$ cat config.mk
export PLATFORM = sky130hd
export DESIGN_NAME = imu_frame_sched
export DESIGN_NICKNAME = d
export VERILOG_FILES = /design/src/rtl/imu_frame_sched.sv
export SDC_FILE = /design/constraint.sdc
export NUM_CORES = 1
export LEC_CHECK = 0
export ABC_AREA = 1
export CAP_MARGIN = 20
export CORE_MARGIN = 2
export CORE_UTILIZATION = 48
export CTS_CLUSTER_DIAMETER = 30
export CTS_CLUSTER_SIZE = 20
export DETAILED_ROUTE_END_ITERATION = 16
export PLACE_DENSITY = 0.65
export REMOVE_ABC_BUFFERS = 1
export SLEW_MARGIN = 5
export SYNTH_ARGS = -nofsm -noshare
export SYNTH_HDL_FRONTEND = slang
export SYNTH_SLANG_ARGS = --single-unit
$ cat constraint.sdc
create_clock -name clk -period 5.4 [get_ports clk]
set_input_delay 1.62 -clock clk [delete_from_list [all_inputs] [get_ports clk]]
set_output_delay 1.62 -clock clk [all_outputs]
set_load 0.03 [all_outputs]
$ cat src/rtl/imu_frame_sched.sv
// IMU angle-frame scheduler: parses 0x55/0x53 serial frames, then converts the
// X/Y/Z angle words to BCD degrees on one shared converter.
module imu_frame_sched #(
  parameter int TIMEOUT_CYC = 50000
) (
  input  logic       clk,
  input  logic       rst,
  input  logic       rx_int,
  input  logic [7:0] rx_data,
  output logic [3:0] angle_x_b,
  output logic [3:0] angle_x_s,
  output logic [3:0] angle_x_g,
  output logic [3:0] angle_y_b,
  output logic [3:0] angle_y_s,
  output logic [3:0] angle_y_g,
  output logic [3:0] angle_z_b,
  output logic [3:0] angle_z_s,
  output logic [3:0] angle_z_g,
  output logic       sign_x,
  output logic       sign_y,
  output logic       sign_z,
  output logic       frame_ok,
  output logic       upd,
  output logic       busy,
  output logic [7:0] err_cnt
);

  // parser   state | meaning
  //   HUNT  | waiting for 0x55 header
  //   TYPE  | next byte is the frame type
  //   DATA  | collecting D0..D7
  //   SUM   | next byte is the checksum
  // converter state | meaning
  //   C_IDLE  | no conversion running
  //   C_LOAD  | magnitude and degree scaling of current axis
  //   C_SHIFT | double-dabble, one bit per cycle
  //   C_STORE | digits to shadow (or to outputs after Z)
  typedef enum logic [1:0] {HUNT, TYPE, DATA, SUM} pstate_t;
  typedef enum logic [1:0] {C_IDLE, C_LOAD, C_SHIFT, C_STORE} cstate_t;

  localparam int TW = $clog2(TIMEOUT_CYC + 1);

  logic rx_s1, rx_s2, rx_s3, acc;

  always_ff @(posedge clk or negedge rst) begin
    if (!rst) begin
      rx_s1 <= 1'b0;
      rx_s2 <= 1'b0;
      rx_s3 <= 1'b0;
    end else begin
      rx_s1 <= rx_int;
      rx_s2 <= rx_s1;
      rx_s3 <= rx_s2;
    end
  end

  assign acc = rx_s3 & ~rx_s2;

  pstate_t ps, ps_nx;
  logic [2:0]    idx;
  logic [7:0]    typ, csum;
  logic [7:0]    dbuf [6];
  logic [TW-1:0] tmr;
  logic [15:0]   pend_x, pend_y, pend_z;
  logic          tmo, sum_acc, good, bad;

  assign tmo     = (ps != HUNT) && !acc && (tmr == '0);
  assign sum_acc = acc && (ps == SUM);
  assign good    = sum_acc && (rx_data == csum) && (typ == 8'h53);
  assign bad     = sum_acc && (rx_data != csum);

  always_ff @(posedge clk or negedge rst) begin
    if (!rst) ps <= HUNT;
    else      ps <= ps_nx;
  end

  always_comb begin
    ps_nx = ps;
    if (tmo) begin
      ps_nx = HUNT;
    end else if (acc) begin
      case (ps)
        HUNT:    if (rx_data == 8'h55) ps_nx = TYPE;
        TYPE:    ps_nx = DATA;
        DATA:    if (idx == 3'd7) ps_nx = SUM;
        default: ps_nx = HUNT;
      endcase
    end
  end

  always_ff @(posedge clk or negedge rst) begin
    if (!rst) begin
      idx      <= '0;
      typ      <= '0;
      csum     <= '0;
      tmr      <= '0;
      pend_x   <= '0;
      pend_y   <= '0;
      pend_z   <= '0;
      frame_ok <= 1'b0;
      err_cnt  <= '0;
      for (int i = 0; i < 6; i++) dbuf[i] <= '0;
    end else begin
      frame_ok <= good;
      if (acc) tmr <= TW'(TIMEOUT_CYC - 1);
      else if (ps != HUNT && tmr != '0) tmr <= tmr - 1'b1;
      if (acc) begin
        case (ps)
          HUNT: csum <= rx_data;
          TYPE: begin
            typ  <= rx_data;
            csum <= csum + rx_data;
            idx  <= '0;
          end
          DATA: begin
            if (idx < 3'd6) dbuf[idx] <= rx_data;
            csum <= csum + rx_data;
            idx  <= idx + 1'b1;
          end
          default: ;
        endcase
      end
      if (good) begin
        pend_x <= {dbuf[1], dbuf[0]};
        pend_y <= {dbuf[3], dbuf[2]};
        pend_z <= {dbuf[5], dbuf[4]};
      end
      if ((bad || tmo) && err_cnt != 8'hFF) err_cnt <= err_cnt + 1'b1;
    end
  end

  cstate_t cs, cs_nx;
  logic [1:0]  ax;
  logic [3:0]  cnt;
  logic        pend, start, sgn_cur;
  logic [15:0] snap_x, snap_y, snap_z, raw;
  logic [16:0] mag;
  logic [23:0] prod;
  logic [8:0]  deg, bin;
  logic [11:0] bcd, bcd_adj, sh_x, sh_y, out_x, out_y, out_z;
  logic        sh_sx, sh_sy;

  function automatic logic [3:0] adj3(input logic [3:0] d);
    return (d >= 4'd5) ? d + 4'd3 : d;
  endfunction

  assign start   = (cs == C_IDLE) && (frame_ok || pend);
  assign busy    = (cs != C_IDLE);
  assign mag     = raw[15] ? (17'h10000 - {1'b0, raw}) : {1'b0, raw};
  assign prod    = {7'd0, mag} * 24'd180;
  assign deg     = 9'(prod >> 15);
  assign bcd_adj = {adj3(bcd[11:8]), adj3(bcd[7:4]), adj3(bcd[3:0])};

  always_comb begin
    case (ax)
      2'd1:    raw = snap_y;
      2'd2:    raw = snap_z;
      default: raw = snap_x;
    endcase
  end

  always_ff @(posedge clk or negedge rst) begin
    if (!rst) cs <= C_IDLE;
    else      cs <= cs_nx;
  end

  always_comb begin
    cs_nx = cs;
    case (cs)
      C_IDLE:  if (start) cs_nx = C_LOAD;
      C_LOAD:  cs_nx = C_SHIFT;
      C_SHIFT: if (cnt == 4'd0) cs_nx = C_STORE;
      default: cs_nx = (ax == 2'd2) ? C_IDLE : C_LOAD;
    endcase
  end

  always_ff @(posedge clk or negedge rst) begin
    if (!rst) begin
      pend    <= 1'b0;
      ax      <= '0;
      cnt     <= '0;
      snap_x  <= '0;
      snap_y  <= '0;
      snap_z  <= '0;
      bin     <= '0;
      bcd     <= '0;
      sgn_cur <= 1'b0;
      sh_x    <= '0;
      sh_y    <= '0;
      sh_sx   <= 1'b0;
      sh_sy   <= 1'b0;
      out_x   <= '0;
      out_y   <= '0;
      out_z   <= '0;
      sign_x  <= 1'b0;
      sign_y  <= 1'b0;
      sign_z  <= 1'b0;
      upd     <= 1'b0;
    end else begin
      upd <= 1'b0;
      if (start)         pend <= 1'b0;
      else if (frame_ok) pend <= 1'b1;
      case (cs)
        C_IDLE: if (start) begin
          snap_x <= pend_x;
          snap_y <= pend_y;
          snap_z <= pend_z;
          ax     <= '0;
        end
        C_LOAD: begin
          bin     <= deg;
          bcd     <= '0;
          sgn_cur <= raw[15];
          cnt     <= 4'd8;
        end
        C_SHIFT: begin
          bcd <= 12'({bcd_adj, bin[8]});
          bin <= {bin[7:0], 1'b0};
          cnt <= cnt - 1'b1;
        end
        default: begin
          case (ax)
            2'd0: begin sh_x <= bcd; sh_sx <= sgn_cur; end
            2'd1: begin sh_y <= bcd; sh_sy <= sgn_cur; end
            default: begin
              // Z goes straight out together with the X/Y shadows
              out_x  <= sh_x;
              out_y  <= sh_y;
              out_z  <= bcd;
              sign_x <= sh_sx;
              sign_y <= sh_sy;
              sign_z <= sgn_cur;
              upd    <= 1'b1;
            end
          endcase
          ax <= ax + 1'b1;
        end
      endcase
    end
  end

  assign {angle_x_b, angle_x_s, angle_x_g} = out_x;
  assign {angle_y_b, angle_y_s, angle_y_g} = out_y;
  assign {angle_z_b, angle_z_s, angle_z_g} = out_z;

endmodule

==> results.sh <==
export IMPL_cts_buffers=58
export IMPL_drtAntennaViolNets=0
export IMPL_setup_violations=0
export IMPL_cts_root_buf="clkbuf_16"
export IMPL_grt_max_degree=117
export IMPL_synth_edf_count=0
export IMPL_dp_hpwl_um=21300
export IMPL_start_kind="flip-flop"
export IMPL_worstMarginPinSlew_ns=0.868
export IMPL_port_buffers=60
export IMPL_critical_path_class="reg -> reg"
export IMPL_min_period_over_period=0.894
export IMPL_clk_path_buf_depth=3
export IMPL_cts_tree="yes"
export IMPL_rr_startpoint="ax[0]"
export IMPL_yosysUniqueCellTypes=44
export IMPL_clk_latency_ns=0.58
export IMPL_fp_dieArea_um2=32400
export IMPL_synth_seq_cells=290
export IMPL_drcViolationCount=0
export IMPL_synth_commonest_cells="489 x nand2_1, 290 x dfrtp_1, 243 x inv_1, 240 x o21ai_0, 75 x ha_1"
export IMPL_final_nets=1940
export IMPL_fin_skew_ns=0.0365
export IMPL_worstHoldStart="rx_s1"
export IMPL_holdWs_ns=0.348
export IMPL_ios=61
export IMPL_routed_via_density=5.00
export IMPL_timing_slew_headroom=0.422
export IMPL_dp_cells=2165
export IMPL_postCtsSetupRepairBufs=0
export IMPL_wl_met1_um=14800
export IMPL_post_synth_top_count_cell="nand2_1"
export IMPL_synth_area_um2=14900
export IMPL_highest_layer="met4"
export IMPL_synthFlopType="dfrtp_1"
export IMPL_cp_arrival_ns=5.29
export IMPL_final_cells=2276
export IMPL_drv_cap=0
export IMPL_end_kind="flip-flop"
export IMPL_start_util=0.487
export IMPL_met2WireLength_um=15000
export IMPL_setup_slack_ns=0.573
export IMPL_clkTransAtPathRegs_ns=0.05
export IMPL_wl_per_cell_um=13.9
export IMPL_synth_warnings=0
export IMPL_fp_dieH_um=180
export IMPL_synth_cells=1756
export IMPL_cts_hold_buffers=0
export IMPL_status="completed"
export IMPL_overflow=0
export IMPL_grt_pass1_vias=11300
export IMPL_vias=11400
export IMPL_rsz0062_at_grt="no"
export IMPL_async_flop_share=1.00
export IMPL_dp_slack_ns=0.233
export IMPL_yosys_area_top_type="dfrtp_1"
export IMPL_cts_repair_resized=0
export IMPL_critPathRequiredTime_ns=5.87
export IMPL_grtUsageTotal=0.199
export IMPL_drt_iter0_markers=746
export IMPL_area_growth_synth_to_final_pct=20.3
export IMPL_max_freq_mhz=207
export IMPL_hold_violations=0
export IMPL_synth_area_top_cells="dfrtp_1 49%, nand2_1 12%, o21ai_0 8.1%"
export IMPL_setup_tns_ns=0
export IMPL_drive_above_1_share=0.0867
export IMPL_worstPathMaxFanout=19
export IMPL_totalWireLength_um=31500
export IMPL_cp_startpoint="ax[0]"
export IMPL_cts_sinks=290
export IMPL_gp_congestion=0.860
export IMPL_met3WireLength_um=1200
export IMPL_grt_pass1_wl_um=54500
export IMPL_fp_row_count=64
export IMPL_syn_avg_cell_area_um2=8.48
export IMPL_core_um2=30600
export IMPL_final_min_clock_period_ns=4.83
export IMPL_antenna_diode_count=0
export IMPL_slew_violations=0
export IMPL_yosysTopAreaCellShare=0.487
export IMPL_htreeDepth=2
export IMPL_die_x_um=180
export IMPL_hold_class="reg -> reg"
export IMPL_grt_antenna_before_repair=0
export IMPL_firstDrtPassIters=6
export IMPL_ys_seq_area_frac=0.487
stage by stage:
stage / util / cell area [µm²]
after floorplan: - / 14600
after global placement: 0.516 / 15800
after detailed placement: 0.516 / 15800
after CTS: 0.584 / 17900
after global routing: 0.585 / 17900
final: 0.585 / 17900
cell type report:
cell class                 instances  area, µm²
fill                            2679      12700
sequential                       290       7260
multi-input combinational       1157       6400
clock buffer                      74       1600
inverter                         252        946
timing repair buffer              71        733
tap                              396        495
clock inverter                    36        477
routing by layer:
layer  up-vias  global-route usage
li1       5763                   -
met1      5376               0.269
met2       183               0.331
met3        54              0.0338
met4         0              0.0545
met5         -                   0
final timing paths:
path / cells past startpoint / slack [ns] / endpoint
setup / recovery: 26 / 0.57 / bin[5]
hold / removal: 0 / 0.35 / rx_s2
setup reg to reg: 26 / 0.57 / bin[5]
hold reg to reg: 0 / 0.35 / rx_s2
max in group asynchronous: 2 / 3.33 / snap_x[0]
min in group asynchronous: 1 / 1.10 / out_x[6]
critical path, stage by stage (launching register included):
cell and delay [ns]:
dfrtp_1 0.38, inv_1 0.16, ha_4 0.30, buf_4 0.19, a21oi_4 0.18, ha_1 0.21
nand2_1 0.07, nor2_2 0.13, nand3_1 0.10, nand2_2 0.09, xor2_1 0.15, inv_1 0.08
ha_1 0.29, inv_1 0.12, fa_1 0.46, fa_1 0.52, inv_1 0.04, ha_1 0.34
inv_1 0.05, o21ai_0 0.25, inv_1 0.12, o21ai_0 0.12, a21oi_1 0.13, nand2_1 0.08
nand2_1 0.05, nand3_1 0.07, nand2_1 0.05
layout by cell type (no fill, tap or decap), types with 7 or more instances in the layout:
master / n
o21ai_1: 21
o21ai_2: 13
xnor2_1: 15
o22ai_1: 13
dfrtp_1: 290
nor3_1: 8
bufinv_16: 8
nand4_1: 23
o21ai_0: 240
ha_1: 72
clkbuf_1: 7
clkinv_4: 7
nand2_1: 488
fa_1: 24
clkbuf_16: 58
buf_4: 7
xor2_1: 17
clkdlybuf4s50_1: 59
a21oi_1: 37
nor2_1: 65
nand3_1: 69
clkinv_2: 11
clkbuf_8: 9
inv_1: 243
logic make-up after synthesis:
group,count (synthesis),synth area share
and+or+nand+nor,684,0.192
AOI/OAI and AO/OA,340,0.122
xor gates and xnor gates,32,0.0188
adders and majority gates,99,0.0953
other,1,0.000252
DFF,290,0.487
buffers and inverters,310,0.0845
state kept, by name (all words and copies together) (netlist names), 4 cells and up:
name	count
dbuf	48
csum	8
out_y	12
pend_z	16
pend_y	16
snap_x	16
out_z	12
sh_x	12
pend_x	16
snap_y	16
err_cnt	8
typ	8
tmr	16
bin	9
cnt	4
bcd	12
sh_y	12
out_x	12
snap_z	16
Power is not shown: default switching activity piles up to over one toggle a cycle in this logic, so the estimate is an artifact.
